File: src/rtl/npc_mem_arbiter.sv
// npc_mem_arbiter: round-robin arbiter sharing one memory port between IFU and LSU.
// One transaction in flight at a time; client responses are one-cycle pulses.
module npc_mem_arbiter #(
   parameter int unsigned ADDR_W = 32,
   parameter int unsigned DATA_W = 32
) (
   input  logic              clk,
   input  logic              reset,
   input  logic              ifu_req_valid,
   output logic              ifu_req_ready,
   input  logic [ADDR_W-1:0] ifu_addr,
   output logic              ifu_resp_valid,
   output logic [DATA_W-1:0] ifu_rdata,
   input  logic              lsu_req_valid,
   output logic              lsu_req_ready,
   input  logic              lsu_wen,
   input  logic [ADDR_W-1:0] lsu_addr,
   input  logic [DATA_W-1:0] lsu_wdata,
   input  logic [7:0]        lsu_wmask,
   output logic              lsu_resp_valid,
   output logic [DATA_W-1:0] lsu_rdata,
   output logic              mem_req_valid,
   input  logic              mem_req_ready,
   output logic              mem_wen,
   output logic [ADDR_W-1:0] mem_addr,
   output logic [DATA_W-1:0] mem_wdata,
   output logic [7:0]        mem_wmask,
   input  logic              mem_resp_valid,
   input  logic [DATA_W-1:0] mem_rdata
);

   localparam int unsigned MASK_W = 8;
   localparam logic OWN_IFU = 1'b0;
   localparam logic OWN_LSU = 1'b1;

   typedef enum logic [1:0] {
      S_IDLE = 2'd0,
      S_REQ  = 2'd1,
      S_WAIT = 2'd2
   } state_t;

   state_t              r_state;
   state_t              w_state_nxt;
   logic                r_last_grant, w_last_grant_nxt;
   logic                r_owner, w_owner_nxt;
   logic                r_mem_req_valid, w_mem_req_valid_nxt;
   logic                r_mem_wen, w_mem_wen_nxt;
   logic [ADDR_W-1:0]   r_mem_addr, w_mem_addr_nxt;
   logic [DATA_W-1:0]   r_mem_wdata, w_mem_wdata_nxt;
   logic [MASK_W-1:0]   r_mem_wmask, w_mem_wmask_nxt;
   logic                r_ifu_resp_valid, w_ifu_resp_valid_nxt;
   logic                r_lsu_resp_valid, w_lsu_resp_valid_nxt;
   logic [DATA_W-1:0]   r_ifu_rdata, w_ifu_rdata_nxt;
   logic [DATA_W-1:0]   r_lsu_rdata, w_lsu_rdata_nxt;
   logic [DATA_W-1:0]   w_resp_data;
   logic                w_grant_ifu;
   logic                w_grant_lsu;

   // Round-robin grant in IDLE; a tie goes to the client not granted last. Held off during reset.
   always_comb begin
      w_grant_ifu = 1'b0;
      w_grant_lsu = 1'b0;
      if (r_state == S_IDLE && reset) begin
         w_grant_ifu = ifu_req_valid & (~lsu_req_valid | (r_last_grant == OWN_LSU));
         w_grant_lsu = lsu_req_valid & (~ifu_req_valid | (r_last_grant == OWN_IFU));
      end
   end

   assign ifu_req_ready = w_grant_ifu;
   assign lsu_req_ready = w_grant_lsu;

   // Next-state and registered-output logic for IDLE -> REQ -> WAIT -> IDLE.
   always_comb begin
      w_state_nxt          = r_state;
      w_last_grant_nxt     = r_last_grant;
      w_owner_nxt          = r_owner;
      w_mem_req_valid_nxt  = r_mem_req_valid;
      w_mem_wen_nxt        = r_mem_wen;
      w_mem_addr_nxt       = r_mem_addr;
      w_mem_wdata_nxt      = r_mem_wdata;
      w_mem_wmask_nxt      = r_mem_wmask;
      w_ifu_resp_valid_nxt = 1'b0;
      w_lsu_resp_valid_nxt = 1'b0;
      w_ifu_rdata_nxt      = r_ifu_rdata;
      w_lsu_rdata_nxt      = r_lsu_rdata;
      w_resp_data          = r_mem_wen ? DATA_W'(0) : mem_rdata;
      case (r_state)
         S_IDLE: begin
            if (w_grant_ifu) begin
               w_mem_addr_nxt      = ifu_addr;
               w_mem_wen_nxt       = 1'b0;
               w_mem_wdata_nxt     = DATA_W'(0);
               w_mem_wmask_nxt     = MASK_W'(0);
               w_owner_nxt         = OWN_IFU;
               w_last_grant_nxt    = OWN_IFU;
               w_mem_req_valid_nxt = 1'b1;
               w_state_nxt         = S_REQ;
            end else if (w_grant_lsu) begin
               w_mem_addr_nxt      = lsu_addr;
               w_mem_wen_nxt       = lsu_wen;
               w_mem_wdata_nxt     = lsu_wdata;
               w_mem_wmask_nxt     = lsu_wmask;
               w_owner_nxt         = OWN_LSU;
               w_last_grant_nxt    = OWN_LSU;
               w_mem_req_valid_nxt = 1'b1;
               w_state_nxt         = S_REQ;
            end
         end
         S_REQ: begin
            if (mem_req_ready) begin
               w_mem_req_valid_nxt = 1'b0;
               w_state_nxt         = S_WAIT;
            end
         end
         S_WAIT: begin
            if (mem_resp_valid) begin
               if (r_owner == OWN_IFU) begin
                  w_ifu_rdata_nxt      = w_resp_data;
                  w_ifu_resp_valid_nxt = 1'b1;
               end else begin
                  w_lsu_rdata_nxt      = w_resp_data;
                  w_lsu_resp_valid_nxt = 1'b1;
               end
               w_state_nxt = S_IDLE;
            end
         end
         default: begin
            w_state_nxt         = S_IDLE;
            w_mem_req_valid_nxt = 1'b0;
         end
      endcase
   end

   // State and output registers; reset drops any in-flight transaction.
   always_ff @(posedge clk or negedge reset) begin
      if (!reset) begin
         r_state          <= S_IDLE;
         r_last_grant     <= OWN_LSU;
         r_owner          <= OWN_IFU;
         r_mem_req_valid  <= 1'b0;
         r_mem_wen        <= 1'b0;
         r_mem_addr       <= ADDR_W'(0);
         r_mem_wdata      <= DATA_W'(0);
         r_mem_wmask      <= MASK_W'(0);
         r_ifu_resp_valid <= 1'b0;
         r_lsu_resp_valid <= 1'b0;
         r_ifu_rdata      <= DATA_W'(0);
         r_lsu_rdata      <= DATA_W'(0);
      end else begin
         r_state          <= w_state_nxt;
         r_last_grant     <= w_last_grant_nxt;
         r_owner          <= w_owner_nxt;
         r_mem_req_valid  <= w_mem_req_valid_nxt;
         r_mem_wen        <= w_mem_wen_nxt;
         r_mem_addr       <= w_mem_addr_nxt;
         r_mem_wdata      <= w_mem_wdata_nxt;
         r_mem_wmask      <= w_mem_wmask_nxt;
         r_ifu_resp_valid <= w_ifu_resp_valid_nxt;
         r_lsu_resp_valid <= w_lsu_resp_valid_nxt;
         r_ifu_rdata      <= w_ifu_rdata_nxt;
         r_lsu_rdata      <= w_lsu_rdata_nxt;
      end
   end

   assign mem_req_valid  = r_mem_req_valid;
   assign mem_wen        = r_mem_wen;
   assign mem_addr       = r_mem_addr;
   assign mem_wdata      = r_mem_wdata;
   assign mem_wmask      = r_mem_wmask;
   assign ifu_resp_valid = r_ifu_resp_valid;
   assign lsu_resp_valid = r_lsu_resp_valid;
   assign ifu_rdata      = r_ifu_rdata;
   assign lsu_rdata      = r_lsu_rdata;

endmodule
File: config.mk
export PLATFORM = sky130hd
export DESIGN_NAME = npc_mem_arbiter
export DESIGN_NICKNAME = d
export VERILOG_FILES = /design/src/rtl/npc_mem_arbiter.sv
export SDC_FILE = /design/constraint.sdc
export NUM_CORES = 1
export LEC_CHECK = 0
export CAP_MARGIN = 20
export CELL_PAD_IN_SITES_DETAIL_PLACEMENT = 0
export CELL_PAD_IN_SITES_GLOBAL_PLACEMENT = 1
export CORE_ASPECT_RATIO = 0.75
export CORE_MARGIN = 2
export CORE_UTILIZATION = 33
export DETAILED_ROUTE_END_ITERATION = 10
export GPL_TIMING_DRIVEN = 0
export PLACE_DENSITY = 0.89
export SLEW_MARGIN = 20
export SYNTH_ARGS = -nofsm -noshare
export SYNTH_HDL_FRONTEND = slang
export SYNTH_SLANG_ARGS = --single-unit
File: constraint.sdc
create_clock -name clk -period 2.75 [get_ports clk]
set_clock_uncertainty 0.05 [all_clocks]
set_input_delay 0.6875 -clock clk [delete_from_list [all_inputs] [get_ports clk]]
set_output_delay 0.6875 -clock clk [all_outputs]
set_load 0.1 [all_outputs]
# --- Yosys cells after proc, flatten, opt, wreduce, memory -nomap -nowiden ---
# Cells that the tools add are included.
totals:
  regBits: 144
  latch_bits: 0
  ramBits: 0
  romBits: 0
  input_bits: 143
  wordCells: 61
  n_memories: 0
op_classes:
  addsub: 0
  n_mul: 0
  n_div: 0
  n_lt_le_gt_ge: 0
  n_eq_ne: 5
  n_shift: 0
  muxes: 27
  bitwise: 9
  reduce_logical: 8
ops:
  columns: ["cell", "n"]
  rows:
  - ["$mux 32", 5]
  - ["$mux 8", 2]
  - ["$mux 1", 14]
  - ["$reduce_and 3->1", 4]
  - ["$mux 2", 4]
  - ["$pmux 2 s3", 1]
  - ["$not 1->1", 5]
  - ["$ne 2x2->1 const B", 2]
  - ["$ne 3x3->1 const B", 1]
  - ["$pmux 1 s3", 1]
  - ["$and 1x1->1", 2]
  - ["$eq 2x1->1 const B", 1]
  - ["$eq 2x2->1 const B", 1]
  - ["$logic_not 2->1", 1]
  - ["$or 1x1->1", 2]
  - ["$reduce_and 2->1", 1]
  - ["$reduce_bool 2->1", 1]
  - ["$logic_and 1x1->1", 1]

# --- Logic depth before layout (Yosys ltp) ---
logic_depth:
  depth_word: 7
  ltp_mapped: 6
  mapped_depth_nobuf: 3

# --- Least setup slack after synthesis ---
# Ideal clock, no wire load.
synth_path:
  path_type: "input -> output"
  from: "input port ifu_req_valid"
  to: "output port ifu_req_ready"
  arrival_ps: 1958
  slack_ps: 54
  stages: 3
  n_path_buf: 2
  path_cell_list: "buf_2 -> clkbuf_1 -> and3_1"
synth_via:
  elab_chain_cells: 2
synth_lines:
  columns: ["element", "line_no", "rtl"]
  rows:
  - ["start, declared", "9", "input logic ifu_req_valid,"]
  - ["$and 1x1->1", "64", "w_grant_ifu = ifu_req_valid & (~lsu_req_valid | (r_last_grant == OWN_LSU));"]
  - ["$mux 1", "63", "if (r_state == S_IDLE && reset) begin"]
  - ["end, declared", "10", "output logic ifu_req_ready,"]
# Every way passes these cells.

# --- Final worst setup path ---
layout_path:
  from: "register r_mem_wdata[6], in the netlist mem_wdata[6]"
  to: "output port mem_wdata[6]"
layout_lines:
  columns: ["element", "line_no", "rtl"]
  rows:
  - ["start, declared", "49", "logic [DATA_W-1:0] r_mem_wdata, w_mem_wdata_nxt;"]
  - ["start signal, assigned", "156", "r_mem_wdata <= w_mem_wdata_nxt;"]
  - ["end, declared", "26", "output logic [DATA_W-1:0] mem_wdata,"]
# No word-level cell between the ends.

==> impl_metrics.tcl <==
set metrics [dict create \
    initial_core_util_pct 33.4 \
    diodes 0 \
    path_clk_slew_ps 70 \
    synth_ff_type "dfrtp_1" \
    maxCapViolations 0 \
    drc 0 \
    async_flop_share_pct 100 \
    hpwl_um 14200 \
    die_h_um 122 \
    avgSynthCellArea_um2 10.5 \
    hold_violations 0 \
    yosysMostFrequentCell "dfrtp_1" \
    fin_crit_sh_pct 98.2 \
    die_w_um 162 \
    post_drt_wl_per_cell_um 17.5 \
    clock_path_buffers 2 \
    ff_latch_area_um2 3600 \
    rsz0062_at_grt "false" \
    path_delay_family "buffers and inverters" \
    grt_overflow_total 0 \
    layout_setup_ws_ps 48.4 \
    status "finished, final reports clean" \
    crit_type "flop to primary output" \
    io-pin-count 285 \
    synth_cell_type_count 29 \
    cp.arrival_ps 1960 \
    wirelength_um 20300 \
    synth_edf_count 0 \
    htreeDepth 4 \
    fillers 1631 \
    synth_top_area_cell "dfrtp_1" \
    path_buf_inv 1 \
    min_path_type "input pin to asynchronous set/reset pin" \
    syn_to_final_growth_pct 64.1 \
    syn_inst 586 \
    final_max_slew_viol_count 0 \
    cts_root_buffer "clkbuf_16" \
    synth.area.top_cells "dfrtp_1, nand2_1, a22o_1" \
    crit_path_start_kind "flop" \
    syn_nets 729 \
    grt_usage_pct 20.5 \
    cts_buffers 17 \
    period_needed_ps 2700 \
    synth.top_cell.area_share_pct 58.2 \
    ys_warn_count 0 \
    slew_headroom_pct 31.3 \
    avgViaCountPerCell 4.95 \
    grt_max_degree 42 \
    ys_top_cells_by_count "dfrtp_1, nand2_1, o21ai_1" \
    setup_viol 0 \
    nNetsFinal 1038 \
    antenna_found_initial 0 \
    syn-cell-area_um2 6150 \
    cts_tree "built" \
    rr_worst_depth 5 \
    clock_sinks 144 \
    worstPathCellList "clkdlybuf4s50_1" \
    layout-drive-gt1-share_pct 8.81 \
    cp.required_ps 2010 \
    ys_seq_area_share_pct 58.6 \
    core_area_um2 18400 \
    postRouteAntennaNets 0 \
    drt_iter0_drc 320 \
    rrSetupSlack_ps 910 \
    num_vias 5723 \
    critPathSlowestCell "clkdlybuf4s50_1" \
    clk_latency_ps 420 \
    place_ws_ps -1720 \
    max_stage_delay_ps 1160 \
    r2r_start "r_state[1]" \
    fmax_mhz 370 \
    crit_fanout 2 \
    reg2reg_to "mem_addr[7]" \
    rows 43 \
    cp-end-kind "primary output" \
    grt_pass1_wl_um 31200 \
    dr.pass1.iters 6 \
    multiInputGateArea_um2 2110 \
    grt_pass1_vias 5780 \
    gp_congestion 0.829 \
    synth-seq-cells 144 \
    dieArea_um2 19800 \
    worst_pin_slew_ps 1030 \
    io_buffers 284 \
]
## cell usage in the layout (no fill, tap or decap), types with 22 or more instances in the layout
master,synthesis,final
a22o_1,41,41
a31oi_1,32,32
buf_2,23,22
clkdlybuf4s50_1,0,279
dfrtp_1,143,143
inv_1,33,33
nand2_1,102,102
nand2b_1,34,34
o211ai_1,32,32
o21ai_1,64,64
o22a_1,32,32
## worst reg2reg max path, delay by kind of cell (launching register included)
kind                   cells  cell delay (ps)
flip-flops                 1              480
AND/OR/NAND/NOR            1              240
AO/OA/AOI/OAI              2              370
buffers and inverters      2              590
## stage by stage
| step | hold slack [ps] | std cells | setup TNS [ps] | utilization, % | instance area [µm²] |
|---|---|---|---|---|---|
| global route | 25.1 | 1155 | 0 | 54.8 | 10100 |
| finish | 40.8 | 1155 | 0 | 54.8 | 10100 |
| CTS | 27.9 | 1154 | 0 | 54.8 | 10100 |
| detailed placement | 418 | 1118 | -17190 | 50.7 | 9330 |
| global placement | 410 | 1117 | -1124500 | 50.6 | 9300 |
| floorplan | 342 | 586 | 0 | - | 6150 |
## sequential cells by signal, summed over array words and instances, names as in the netlist
signal          flops
lsu_resp_valid      1
r_state             2
mem_wen             1
mem_req_valid       1
r_last_grant        1
r_owner             1
lsu_rdata          32
mem_wdata          32
mem_wmask           8
ifu_rdata          32
mem_addr           32
ifu_resp_valid      1
## timing repair
item,4_1_cts,5_1_grt
endpoints found under the setup margin,3,3
resized for setup,26,1
cloned,4,0
hold buffers,0,0
setup buffers,1,1
## worst max path at each step
stage / cells past startpoint / to / slack (ps) / from
final: 1 / mem_wdata[6] / 50 / mem_wdata[6]
after global placement: 6 / lsu_req_ready / -6640 / reset
after global routing: 1 / mem_wdata[6] / 5 / mem_wdata[6]
after detailed placement: 7 / lsu_req_ready / -1720 / reset
after CTS: 1 / mem_wdata[10] / 3 / mem_wdata[10]
after floorplan: 3 / ifu_req_ready / 50 / ifu_req_valid
## final cells by class
class | count | share of cell area [%]
clock buffer | 19 | 4.39
inverter | 35 | 1.30
timing repair buffer | 291 | 30.3
tap | 247 | 3.06
multi-input combinational | 351 | 20.9
sequential | 144 | 35.7
buffer | 55 | 3.20
clock inverter | 13 | 1.17
## routing by layer
layer / up-vias / track usage [%] / wire length [µm]
li1: 2664 / - / -
met3: 17 / 7.43 / 1790
met4: 0 / 5.92 / 235
met5: - / 0 / 0
met2: 236 / 31.4 / 9170
met1: 2806 / 27.6 / 9060
## cells by family after synthesis
logic type	Yosys count	share of synthesized area, %
AO/OA/AOI/OAI	205	23.2
buffers and inverters	91	7.20
flip-flops	144	58.6
AND/OR/NAND/NOR	146	11.0
Power is not shown: default switching activity piles up to over one toggle a cycle in this logic, so the estimate is an artifact.
